$ cat src/rtl/manchester_tx_framer.sv
// Manchester line framer: preamble, sync word and payload bytes,
// each line bit spread over four clk_link cycles (IEEE 802.3 polarity).
module manchester_tx_framer #(
    parameter int unsigned PREAMBLE_BITS = 40,
    parameter logic [7:0]  SYNC_WORD     = 8'hD5
) (
    input  logic       clk_link,
    input  logic       rst_n,
    input  logic [7:0] tx_data,
    input  logic       tx_valid,
    output logic       tx_ready,
    output logic       manch_out,
    output logic       tx_busy,
    output logic       frame_done
);

    typedef enum logic [1:0] {
        IDLE,
        PREAMBLE,
        SYNC,
        DATA
    } state_t;

    localparam logic [7:0] PRE_LAST = 8'(PREAMBLE_BITS - 1);

    state_t     state;
    state_t     state_nx;
    logic [1:0] phase;
    logic [7:0] bit_cnt;
    logic [7:0] hold_data;
    logic       hold_full;
    logic       hold_full_nx;
    logic [7:0] shift_reg;

    logic accept;
    logic bit_end;
    logic last8;
    logic load;
    logic frame_end;
    logic line_bit;
    logic line_nx;

    assign accept  = tx_valid && tx_ready;
    assign bit_end = (phase == 2'd3);
    assign last8   = bit_end && (bit_cnt == 8'd7);

    // State register
    always_ff @(posedge clk_link) begin
        if (!rst_n) begin
            state <= IDLE;
        end else begin
            state <= state_nx;
        end
    end

    // Next-state logic; everything but leaving IDLE waits for phase 3
    always_comb begin
        state_nx = state;
        unique case (state)
            IDLE: begin
                if (hold_full) state_nx = PREAMBLE;
            end
            PREAMBLE: begin
                if (bit_end && bit_cnt == PRE_LAST) state_nx = SYNC;
            end
            SYNC: begin
                if (last8) state_nx = DATA;
            end
            DATA: begin
                if (last8 && !hold_full) state_nx = IDLE;
            end
            default: state_nx = IDLE;
        endcase
    end

    // Output decode: current line bit, byte load and end-of-frame
    always_comb begin
        tx_busy   = (state != IDLE);
        load      = 1'b0;
        frame_end = 1'b0;
        line_bit  = 1'b0;
        unique case (state)
            IDLE: begin
                line_bit = 1'b0;
            end
            PREAMBLE: begin
                line_bit = ~bit_cnt[0];
            end
            SYNC: begin
                line_bit = SYNC_WORD[3'd7 - bit_cnt[2:0]];
                load     = last8;
            end
            DATA: begin
                line_bit  = shift_reg[7];
                load      = last8 && hold_full;
                frame_end = last8 && !hold_full;
            end
            default: line_bit = 1'b0;
        endcase
        // Bit 1 goes low then high, bit 0 high then low
        if (state == IDLE) begin
            line_nx = 1'b0;
        end else begin
            line_nx = phase[1] ? line_bit : ~line_bit;
        end
    end

    // Holding register next-full flag
    always_comb begin
        hold_full_nx = hold_full;
        if (accept) begin
            hold_full_nx = 1'b1;
        end else if (load) begin
            hold_full_nx = 1'b0;
        end
    end

    // Phase and bit counters; bit counter restarts on every section change
    always_ff @(posedge clk_link) begin
        if (!rst_n) begin
            phase   <= 2'd0;
            bit_cnt <= 8'd0;
        end else if (state == IDLE) begin
            phase   <= 2'd0;
            bit_cnt <= 8'd0;
        end else begin
            phase <= phase + 2'd1;
            if (bit_end) begin
                if (state_nx != state || load) begin
                    bit_cnt <= 8'd0;
                end else begin
                    bit_cnt <= bit_cnt + 8'd1;
                end
            end
        end
    end

    // Holding register, registered ready flag and payload shifter
    always_ff @(posedge clk_link) begin
        if (!rst_n) begin
            hold_data <= 8'h00;
            hold_full <= 1'b0;
            tx_ready  <= 1'b1;
            shift_reg <= 8'h00;
        end else begin
            hold_full <= hold_full_nx;
            tx_ready  <= ~hold_full_nx;
            if (accept) begin
                hold_data <= tx_data;
            end
            if (load) begin
                shift_reg <= hold_data;
            end else if (state == DATA && bit_end) begin
                shift_reg <= {shift_reg[6:0], 1'b0};
            end
        end
    end

    // Registered line output and end-of-frame pulse
    always_ff @(posedge clk_link) begin
        if (!rst_n) begin
            manch_out  <= 1'b0;
            frame_done <= 1'b0;
        end else begin
            manch_out  <= line_nx;
            frame_done <= frame_end;
        end
    end

endmodule

$ cat config.mk
export PLATFORM = sky130hd
export DESIGN_NAME = manchester_tx_framer
export DESIGN_NICKNAME = d
export VERILOG_FILES = /design/src/rtl/manchester_tx_framer.sv
export SDC_FILE = /design/constraint.sdc
export NUM_CORES = 1
export LEC_CHECK = 0
export CAP_MARGIN = 5
export CORE_UTILIZATION = 50
export CTS_CLUSTER_SIZE = 10
export DETAILED_ROUTE_END_ITERATION = 8
export DONT_BUFFER_PORTS = 1
export GPL_TIMING_DRIVEN = 0
export SYNTH_ARGS = -nofsm -noshare
export SYNTH_HDL_FRONTEND = slang
export SYNTH_SLANG_ARGS = --single-unit
$ cat constraint.sdc
create_clock -name clk_link -period 5 [get_ports clk_link]
set_input_delay 0.5 -clock clk_link [delete_from_list [all_inputs] [get_ports clk_link]]
set_output_delay 0.5 -clock clk_link [all_outputs]
set_load 0.1 [all_outputs]
==> results of run 1 <==
[per-stage QoR]
stage,instances,worst slack (ps)
after floorplan,170,3260
after global placement,201,3060
after detailed placement,201,3000
after CTS,209,2910
after global routing,209,2800
final,209,2910
[routing by layer]
layer	wire [µm]	vias up	part of all wire (%)	global-route usage (%)
met5	0	-	0	0
met1	1540	560	53	30.2
met2	1200	31	41	26.4
li1	-	621	-	-
met3	170	4	5.8	4.91
met4	27	0	0.92	9.18
[final timing paths]
kind         startpoint      endpoint  slack (ps)  depth (start not counted)
min reg2reg    phase[0]      phase[0]         430                          1
min               rst_n  hold_data[0]         300                          1
max            state[1]       tx_busy        2910                          2
max reg2reg  bit_cnt[0]    bit_cnt[6]        2970                          5
[synth_stat cells, types with 4 or more instances]
cell      instances
a21boi_0          9
a21oi_1           6
clkbuf_1          6
dfxtp_1          32
inv_1             4
mux2i_1           7
nand2_1          24
nand2b_1          4
nand3_1          11
nor2_1            8
o211a_1           8
o21ai_0           4
xor2_1            4
[layout make-up]
| type | instances | area [µm²] | area share, % |
|---|---|---|---|
| multi-input cells | 124 | 858 | 51.2 |
| plain buffers | 10 | 48.8 | 2.91 |
| well taps | 31 | 38.8 | 2.31 |
| clock buffers | 6 | 41.3 | 2.46 |
| clock inverters | 2 | 35.0 | 2.09 |
| flip-flops and latches | 32 | 641 | 38.2 |
| inverters | 4 | 15.0 | 0.895 |
[worst max-delay path: stages (launching register included)]
cell and delay (ps):
dfxtp_1 350, clkbuf_1 330, or2_2 560
[logic make-up after synthesis]
group                    share of synthesized area, %
AND/OR/NAND/NOR                                  27.2
AO/OA/AOI/OAI                                    18.6
flip-flops                                       41.0
buffers and inverters                            4.08
multiplexers                                     4.48
XOR/XNOR                                         2.24
adder cells (fa/ha/maj)                          2.40
[power breakdown]
group / leakage (nW) / total [mW] / switching, mW / internal [mW]
combinational: 0.501 / 0.0344 / 0.0233 / 0.0110
clock: 0.0422 / 0.196 / 0.0913 / 0.105
sequential: 0.260 / 0.275 / 0.0133 / 0.262
total: 0.803 / 0.506 / 0.128 / 0.378
[placed cells by master (no fill, tap or decap), types with 2 or more instances in the layout]
cell type  synthesis  routed
nor2_1             8       8
buf_2              3       3
nand3_2            2       2
a21oi_1            6       6
mux2i_1            7       7
and2_1             2       2
o21ai_0            4       4
nand3_1           11      11
nor2b_1            2       2
or3_1              2       2
clkbuf_1           6       7
ha_1               3       3
xor2_1             4       4
clkbuf_4           0       5
nand2_1           24      24
and3b_1            2       2
inv_1              4       4
nand2b_1           4       4
dfxtp_1           32      32
or2_2              2       2
a21boi_0           9       9
o211a_1            8       8
nand4_1            3       3
a31oi_1            3       3
==> out/qor.csv, run 1 <==
stage,metric,value,unit
detailed_routing,drt initial violations,36,
timing,Worst Tran Pin Value,964,ps
timing,fin crit share,41.7,%
cts,cts hold-fix bufs,0,
layout,Layout area overhead,7.37,%
synth,Synth Net Count,184,
cts,# clock sinks,32,
layout,layout cells sized above 1,13.5,%
cts,H-Tree Depth,2,
detailed_routing,routed via count,1216,
grt,grt ovf,0,
timing,Max Clk Rate,479,MHz
timing,clk_skew,6.10,ps
grt,largest net degree at the start of global routing,11,
timing,RSZ-0062 raised after global routing,false,
synth,Syn. warnings,0,
job,Maximum Capacitance Violations,0,
detailed_routing,Via density,5.82,
synth,"Async S/R FF share, synth",0,%
timing,Setup TNS,0,ps
synth,cells after synthesis,170,
power,pwr dens,301,mW/mm²
cts,clock tree buffer depth,2,
outcome,run status,completed,
layout,final net count,191,
power,Lkg Pwr,0.803,nW
placement,area post-placement,0.00160,mm²
synth,"FF+latch count, synth",32,
synth,distinct cell type count after synthesis,42,
placement,Detail Placement HPWL,2090,µm
cts,Setup Buffers After CTS,0,
worst_setup_path,largest fanout on the critical path,10,
synth,Main synth FF type,dfxtp_1,
die,Die Y,57.9,µm
worst_setup_path,Startpoint Class,flip-flop,
timing,Max Slew Vio Count,0,
cts,CTS Buf Count,5,
detailed_routing,WL/cell,14.1,µm
synth,Post-synth EDFFs,0,
die,Die ar.,0.00335,mm²
worst_setup_path,WS Path Type,reg2out,
layout,fillers,278,
grt,first-pass GRT wire length,5010,µm
detailed_routing,drt pass-1 iters,5,
worst_setup_path,Worst EP arrival,1590,ps
die,io pins,15,
cts,Worst-path clk slew,100,ps
layout,n_diodes,0,
grt,initial antenna violation count,0,
cts,# resized after CTS,0,
detailed_routing,DRT Wirelength,2940,µm
timing,worst relative slew slack,35.7,%
cts,later-pin clock latency in the skew report,340,ps
hold_path,Worst Hold Class,in2reg,
layout,Final Instance Area,0.00168,mm²
timing,final hold viol count,0,
synth,synthesized area per cell,9.19,µm²
die,Die X-Extent,57.9,µm
die,Starting Density,54.8,%
grt,Total GRT Usage,20.0,%
cts,CTS tree,done,
synth,synth top area cells,"dfxtp_1 (41%), nand2_1 (5.8%), o211a_1 (5.1%)",
power,worst vdd ir,0.165,mV
die,placement row count,19,
synth,Synth area leader,dfxtp_1,
timing,fin crit period,2090,ps
timing,worst hold margin,298,ps
worst_setup_path,required time of the critical path,4500,ps
placement,Port Buffers,0,
die,total core area,0.00285,mm²
worst_setup_path,CP Capture Type,primary output,
power,Pwr Total,0.506,mW
cts,Root Buffer,clkbuf_4,
timing,Setup-failing EPs final,0,
detailed_routing,Antenna Nets Post-Route,0,
layout,post-layout util,58.8,%
synth,share of the synthesized area in the top cell type,41.0,%
placement,GPL Wtd Cong,0.834,
detailed_routing,Remaining DRCs,0,
grt,vias in the first global route,1075,
synth,register area share after synthesis,41.0,%
synth,synthesized area,0.00156,mm²
No activity file was read; power rests on OpenSTA's default activity.
==> run 2: changes to the inputs <==
==> constraint.sdc (replaced) <==
create_clock -name clk_link -period 2.1 [get_ports clk_link]
set_input_delay 0.21 -clock clk_link [delete_from_list [all_inputs] [get_ports clk_link]]
set_output_delay 0.21 -clock clk_link [all_outputs]
set_load 0.1 [all_outputs]
==> run 2 against run 1 <==
Compared with the run above:
- sequential power up 140%
- clock power up 140%
- worst setup slack worse by 2700 ps
- final cell count up 1.4%
- worst hold slack worse by 290 ps
- total power up 140%
- global-route usage unchanged
- final area up 1.4%
- count of clock-buffer cells in the layout unchanged
- via count unchanged
- core utilization up 0.83 points
- routed wire length up 2.0%
- highest routed layer unchanged
==> out/qor.csv, run 2 (same netlist as run 1, synthesis figures left out) <==
stage,metric,value,unit,change
outcome,run status,completed,,
die,io pins,15,,unchanged
power,Logic pwr share,6.8,%,about the same
worst_setup_path,WS Path Type,reg2reg,,
worst_setup_path,CP Capture Type,flip-flop,,
cts,CTS Buf Count,5,,unchanged
worst_setup_path,Worst Path Buf+Inv,1,,unchanged
worst_setup_path,Startpoint Class,flip-flop,,
worst_setup_path,r2r setup slk,250,ps,-2720 ps
worst_setup_path,"slowest stage delay, CP",460,ps,-100 ps
cts,CTS tree,done,,
placement,GPL Wtd Cong,0.834,,unchanged
worst_setup_path,reg2reg start,bit_cnt[0],,
detailed_routing,DRT Wirelength,3000,µm,+2.0%
hold_path,Worst Hold Class,in2reg,,
power,clock share of power,38.8,%,about the same
die,Die ar.,0.00335,mm²,unchanged
cts,Root Buffer,clkbuf_4,,
cts,# clock sinks,32,,unchanged
hold_path,Hold Crit Endpoint,state[0],,
layout,"commonest non-fill, non-tap cells in the layout","dfxtp_1 (31), nand2_1 (24), nand3_1 (11)",,
detailed_routing,drt initial violations,36,,unchanged
timing,Setup TNS,0,ps,unchanged
layout,Final Instance Area,0.00170,mm²,+1.4%
worst_setup_path,Critical-path top delay cell,dfxtp_1,,
power,Pwr Total,1.21,mW,+140%
placement,Port Buffers,0,,unchanged
worst_setup_path,required time of the critical path,2340,ps,-2160 ps
layout,post-route insts no fill,212,,+1.4%
grt,initial antenna violation count,0,,unchanged
worst_setup_path,RR Endpoint,shift_reg[0],,
timing,fin crit share,88.1,%,
layout,final net count,194,,+1.6%
grt,vias in the first global route,1075,,unchanged
hold_path,hold_sp,rst_n,,
worst_setup_path,Top delay family on crit path,simple AND/OR/NAND/NOR gates,,
power,Cell Int Power,0.900,mW,+140%
hold_path,Hold Crit Depth,2,,+1
detailed_routing,Antenna Nets Post-Route,0,,unchanged
timing,clk_skew,5.28,ps,-0.813 ps
timing,fin crit period,1850,ps,
die,total core area,0.00285,mm²,unchanged
cts,clock tree buffer depth,2,,unchanged
grt,grt ovf,0,,unchanged
cts,Worst-path clk slew,100,ps,about the same
detailed_routing,Via density,5.74,,-1.4%
grt,Total GRT Usage,20.0,%,unchanged
detailed_routing,drt pass-1 iters,4,,-1
power,Lkg Pwr,0.820,nW,+2.0%
cts,H-Tree Depth,2,,unchanged
grt,largest net degree at the start of global routing,11,,unchanged
die,Die Y,57.9,µm,unchanged
cts,later-pin clock latency in the skew report,340,ps,about the same
timing,Worst Tran Pin Value,946,ps,-17.3 ps
power,Sw Pwr,0.306,mW,+140%
detailed_routing,routed via count,1216,,unchanged
worst_setup_path,Worst EP arrival,2080,ps,+490 ps
worst_setup_path,largest fanout on the critical path,7,,-3
layout,n_diodes,0,,unchanged
job,Maximum Capacitance Violations,0,,unchanged
power,pwr dens,708,mW/mm²,+140%
detailed_routing,WL/cell,14.1,µm,+0.53%
layout,layout cells sized above 1,15.5,%,+2.0 points
worst_setup_path,R2R cell count,6,,+1
timing,Max Slew Vio Count,0,,unchanged
timing,final hold viol count,0,,unchanged
placement,area post-placement,0.00160,mm²,unchanged
die,Starting Density,54.8,%,unchanged
placement,Cells after DPL,201,,unchanged
layout,Layout area overhead,8.89,%,
detailed_routing,Remaining DRCs,0,,unchanged
timing,Max Clk Rate,541,MHz,
power,worst vdd ir,0.396,mV,+140%
placement,Detail Placement HPWL,2090,µm,unchanged
timing,Setup-failing EPs final,0,,unchanged
timing,RSZ-0062 raised after global routing,false,,
timing,worst relative slew slack,36.8,%,+1.2 points
die,Die X-Extent,57.9,µm,unchanged
die,placement row count,19,,unchanged
worst_setup_path,critical path cell sequence,"ha_1, nor4b_4, buf_4, nand4b_4, and3_4, o21a_1",,
layout,post-layout util,59.6,%,+0.83 points
layout,fillers,278,,unchanged
grt,first-pass GRT wire length,5010,µm,unchanged
layout,"commonest non-fill, non-tap cell in the layout",dfxtp_1,,
power,switching share of power,25.4,%,+0.062 points
power,power share of the sequential group,54.4,%,about the same
-- run 2: final cells by class --
type	count	area (µm²)	share of cell area, %
buffer	10	48.8	2.87
clock buffer	6	41.3	2.43
clock inverter	2	35.0	2.06
inverter	4	15.0	0.882
multi-input combinational	124	858	50.4
sequential	32	642	37.7
tap	31	38.8	2.28
timing repair buffer	3	22.5	1.32
-- run 2: power groups by stage --
| stage | clock [mW] | combinational [mW] | sequential, mW |
|---|---|---|---|
| global placement | 0 | 0.0792 | 0.668 |
| finish | 0.468 | 0.0823 | 0.655 |
| detailed placement | 0 | 0.0811 | 0.669 |
| global route | 0.504 | 0.0917 | 0.658 |
| CTS | 0.474 | 0.0816 | 0.655 |
| floorplan | 0 | 0.0683 | 0.664 |
-- run 2: worst max-delay path by stage --
stage / startpoint / to / slack (ps) / cells after the start
after floorplan: tx_ready / hold_data[0] / 360 / 4
after global placement: bit_cnt[0] / shift_reg[0] / 160 / 5
after detailed placement: bit_cnt[0] / bit_cnt[6] / 100 / 5
after CTS: bit_cnt[0] / bit_cnt[6] / 90 / 5
after global routing: bit_cnt[0] / shift_reg[0] / 110 / 6
final: bit_cnt[0] / shift_reg[0] / 250 / 6
-- run 2: stage by stage --
step	worst slack (ps)	hold WS [ps]
2_1_floorplan	359	358
3_5_place_dp	101	366
3_3_place_gp	162	366
6_report	251	11.0
5_1_grt	114	3.35
4_1_cts	89.4	0.710
-- run 2: layer usage --
metal	global-route usage, %	wire length, µm	vias up
li1	-	-	622
met1	30.2	1570	562
met2	26.4	1210	28
met3	4.91	190	4
met4	9.18	29	0
met5	0	0	-
-- run 2: timing repair --
action,in CTS,in global routing
gates resized for setup,0,1
setup buffers,0,3
hold buffers,0,0
endpoints found under the setup margin,0,16
==> run 3: changes to the inputs <==
--- a/config.mk
+++ b/config.mk
@@ -6,6 +6,7 @@
 export NUM_CORES = 1
 export LEC_CHECK = 0
 export CAP_MARGIN = 5
+export CORE_MARGIN = 4
 export CORE_UTILIZATION = 50
 export CTS_CLUSTER_SIZE = 10
 export DETAILED_ROUTE_END_ITERATION = 8
==> run 3 against run 2 <==
Compared with the run above:
- combinational power rose by 6.7%
- register-to-register slack gained 40 ps
- clock power down 2%
- worst hold slack gained 13 ps
- die area increased by 22%
- critical endpoint unchanged
==> out/qor.csv, run 3 (same netlist as run 1, synthesis figures left out) <==
stage,metric,value,unit,change
outcome,run status,completed,,
worst_setup_path,Critical-path top delay cell,dfxtp_1,,
power,pwr dens,688,mW/mm²,-2.9%
detailed_routing,Via density,5.32,,-7.3%
cts,CTS tree,done,,
placement,area post-placement,0.00162,mm²,+1.0%
layout,Layout area overhead,11.8,%,
power,Pwr Total,1.20,mW,-0.23%
worst_setup_path,largest fanout on the critical path,7,,unchanged
hold_path,Worst Hold Class,in2reg,,
cts,CTS Buf Count,5,,unchanged
power,Logic pwr share,7.3,%,+0.5 points
layout,"commonest non-fill, non-tap cells in the layout","dfxtp_1 (31), nand2_1 (24), nand3_1 (11)",,
detailed_routing,drt initial violations,55,,+53%
power,switching share of power,24.9,%,-0.47 points
worst_setup_path,"slowest stage delay, CP",450,ps,about the same
detailed_routing,routed via count,1212,,-0.33%
timing,clk_skew,6.99,ps,+1.71 ps
worst_setup_path,Worst Path Buf+Inv,1,,unchanged
cts,Worst-path clk slew,100,ps,about the same
worst_setup_path,CP Capture Type,flip-flop,,
grt,initial antenna violation count,0,,unchanged
die,Starting Density,51.6,%,-3.2 points
power,Sw Pwr,0.299,mW,-2.1%
layout,final net count,197,,+1.5%
placement,Detail Placement HPWL,2190,µm,+4.8%
timing,Max Clk Rate,553,MHz,+2.2%
grt,vias in the first global route,1151,,+7.1%
cts,later-pin clock latency in the skew report,330,ps,about the same
worst_setup_path,required time of the critical path,2340,ps,about the same
timing,Max Slew Vio Count,0,,unchanged
timing,PnR worst setup slack,290,ps,+39.5 ps
timing,worst hold margin,23.6,ps,+12.5 ps
job,Maximum Capacitance Violations,0,,unchanged
power,worst vdd ir,0.396,mV,about the same
placement,Cells after DPL,214,,+6.5%
grt,Total GRT Usage,17.3,%,-2.7 points
timing,fin crit period,1810,ps,-39.5 ps
timing,RSZ-0062 raised after global routing,false,,
layout,"commonest non-fill, non-tap cell in the layout",dfxtp_1,,
die,Die ar.,0.00408,mm²,+22%
die,total core area,0.00303,mm²,+6.1%
timing,Setup TNS,0,ps,unchanged
die,placement row count,20,,+1
worst_setup_path,Worst EP arrival,2050,ps,-30 ps
cts,H-Tree Depth,2,,unchanged
detailed_routing,Remaining DRCs,0,,unchanged
cts,# clock sinks,32,,unchanged
worst_setup_path,WS Path Type,reg2reg,,
detailed_routing,Antenna Nets Post-Route,0,,unchanged
layout,Final Instance Area,0.00175,mm²,+2.7%
grt,first-pass GRT wire length,5400,µm,+7.8%
timing,Worst Tran Pin Value,948,ps,+2.11 ps
detailed_routing,WL/cell,13.7,µm,-2.9%
worst_setup_path,Top delay family on crit path,simple AND/OR/NAND/NOR gates,,
grt,largest net degree at the start of global routing,11,,unchanged
die,Die Y,63.9,µm,+10%
layout,post-layout util,57.7,%,-1.9 points
layout,post-route insts no fill,228,,+7.5%
timing,worst relative slew slack,36.7,%,-0.14 points
timing,Setup-failing EPs final,0,,unchanged
placement,GPL Wtd Cong,0.749,,-10%
cts,Root Buffer,clkbuf_4,,
layout,layout cells sized above 1,15.2,%,-0.25 points
power,Cell Int Power,0.903,mW,+0.41%
layout,fillers,294,,+5.8%
timing,final hold viol count,0,,unchanged
layout,n_diodes,0,,unchanged
grt,grt ovf,0,,unchanged
die,io pins,15,,unchanged
timing,fin crit share,86.2,%,-1.9 points
power,power share of the sequential group,54.5,%,about the same
detailed_routing,drt pass-1 iters,4,,unchanged
worst_setup_path,critical path cell sequence,"ha_1, nor4b_4, buf_4, nand4b_4, and3_4, o21a_1",,
placement,dpl ws,115,ps,+13.4 ps
power,Lkg Pwr,0.832,nW,+1.5%
cts,clock tree buffer depth,2,,unchanged
power,clock share of power,38.2,%,-0.6 points
placement,Port Buffers,0,,unchanged
worst_setup_path,Startpoint Class,flip-flop,,
die,Die X-Extent,63.9,µm,+10%
detailed_routing,DRT Wirelength,3130,µm,+4.5%
==> run 3: changes by cell type in the layout (fill, tap and decap cells not counted) <==
cell | previous run | this run
dlygate4sd3_1 | 0 | 3
==> run 3: path summary, 6_finish.rpt <==
kind | end | startpoint | slack, ps | cells after the start
worst max-delay path | shift_reg[0] | bit_cnt[0] | 290 | 6
worst min-delay path | state[0] | rst_n | 20 | 2
worst max register to register | shift_reg[0] | bit_cnt[0] | 290 | 6
worst min register to register | phase[0] | phase[0] | 430 | 1
==> run 3: what timing repair did <==
action,in CTS,in global routing
endpoints found under the setup margin,0,23
setup buffers,0,3
endpoints found under the hold margin,0,2
gates resized for setup,0,1
hold buffers,0,3
==> run 3: power groups by stage <==
stage	logic, mW	clock network, mW	registers [mW]
floorplan	0.0683	0	0.664
global placement	0.0796	0	0.669
detailed placement	0.0825	0	0.669
CTS	0.0833	0.469	0.655
global route	0.0983	0.508	0.658
finish	0.0878	0.459	0.655
==> run 3: cell type report <==
cell class	count	area [µm²]	share of cell area, %
multi-input cells	124	858	49.1
flip-flops and latches	32	642	36.7
well taps	44	55.1	3.15
repair buffers	6	52.6	3.01
plain buffers	10	48.8	2.79
clock buffers	6	41.3	2.36
clock inverters	2	35.0	2.00
inverters	4	15.0	0.859
==> run 3: routing by layer <==
metal / GRT usage, % / routed length [µm] / share of wire (%)
met1: 23.1 / 1680 / 54
met5: 0 / 0 / 0
met4: 5.66 / 19 / 0.61
met3: 7.38 / 130 / 4.2
met2: 24.9 / 1310 / 42
==> run 3: worst register-to-register path, stage by stage (launching register included) <==
cell      delay [ps]
dfxtp_1          450
ha_1             300
nor4b_4          220
buf_4            200
nand4b_4         160
and3_4           220
o21a_1           170
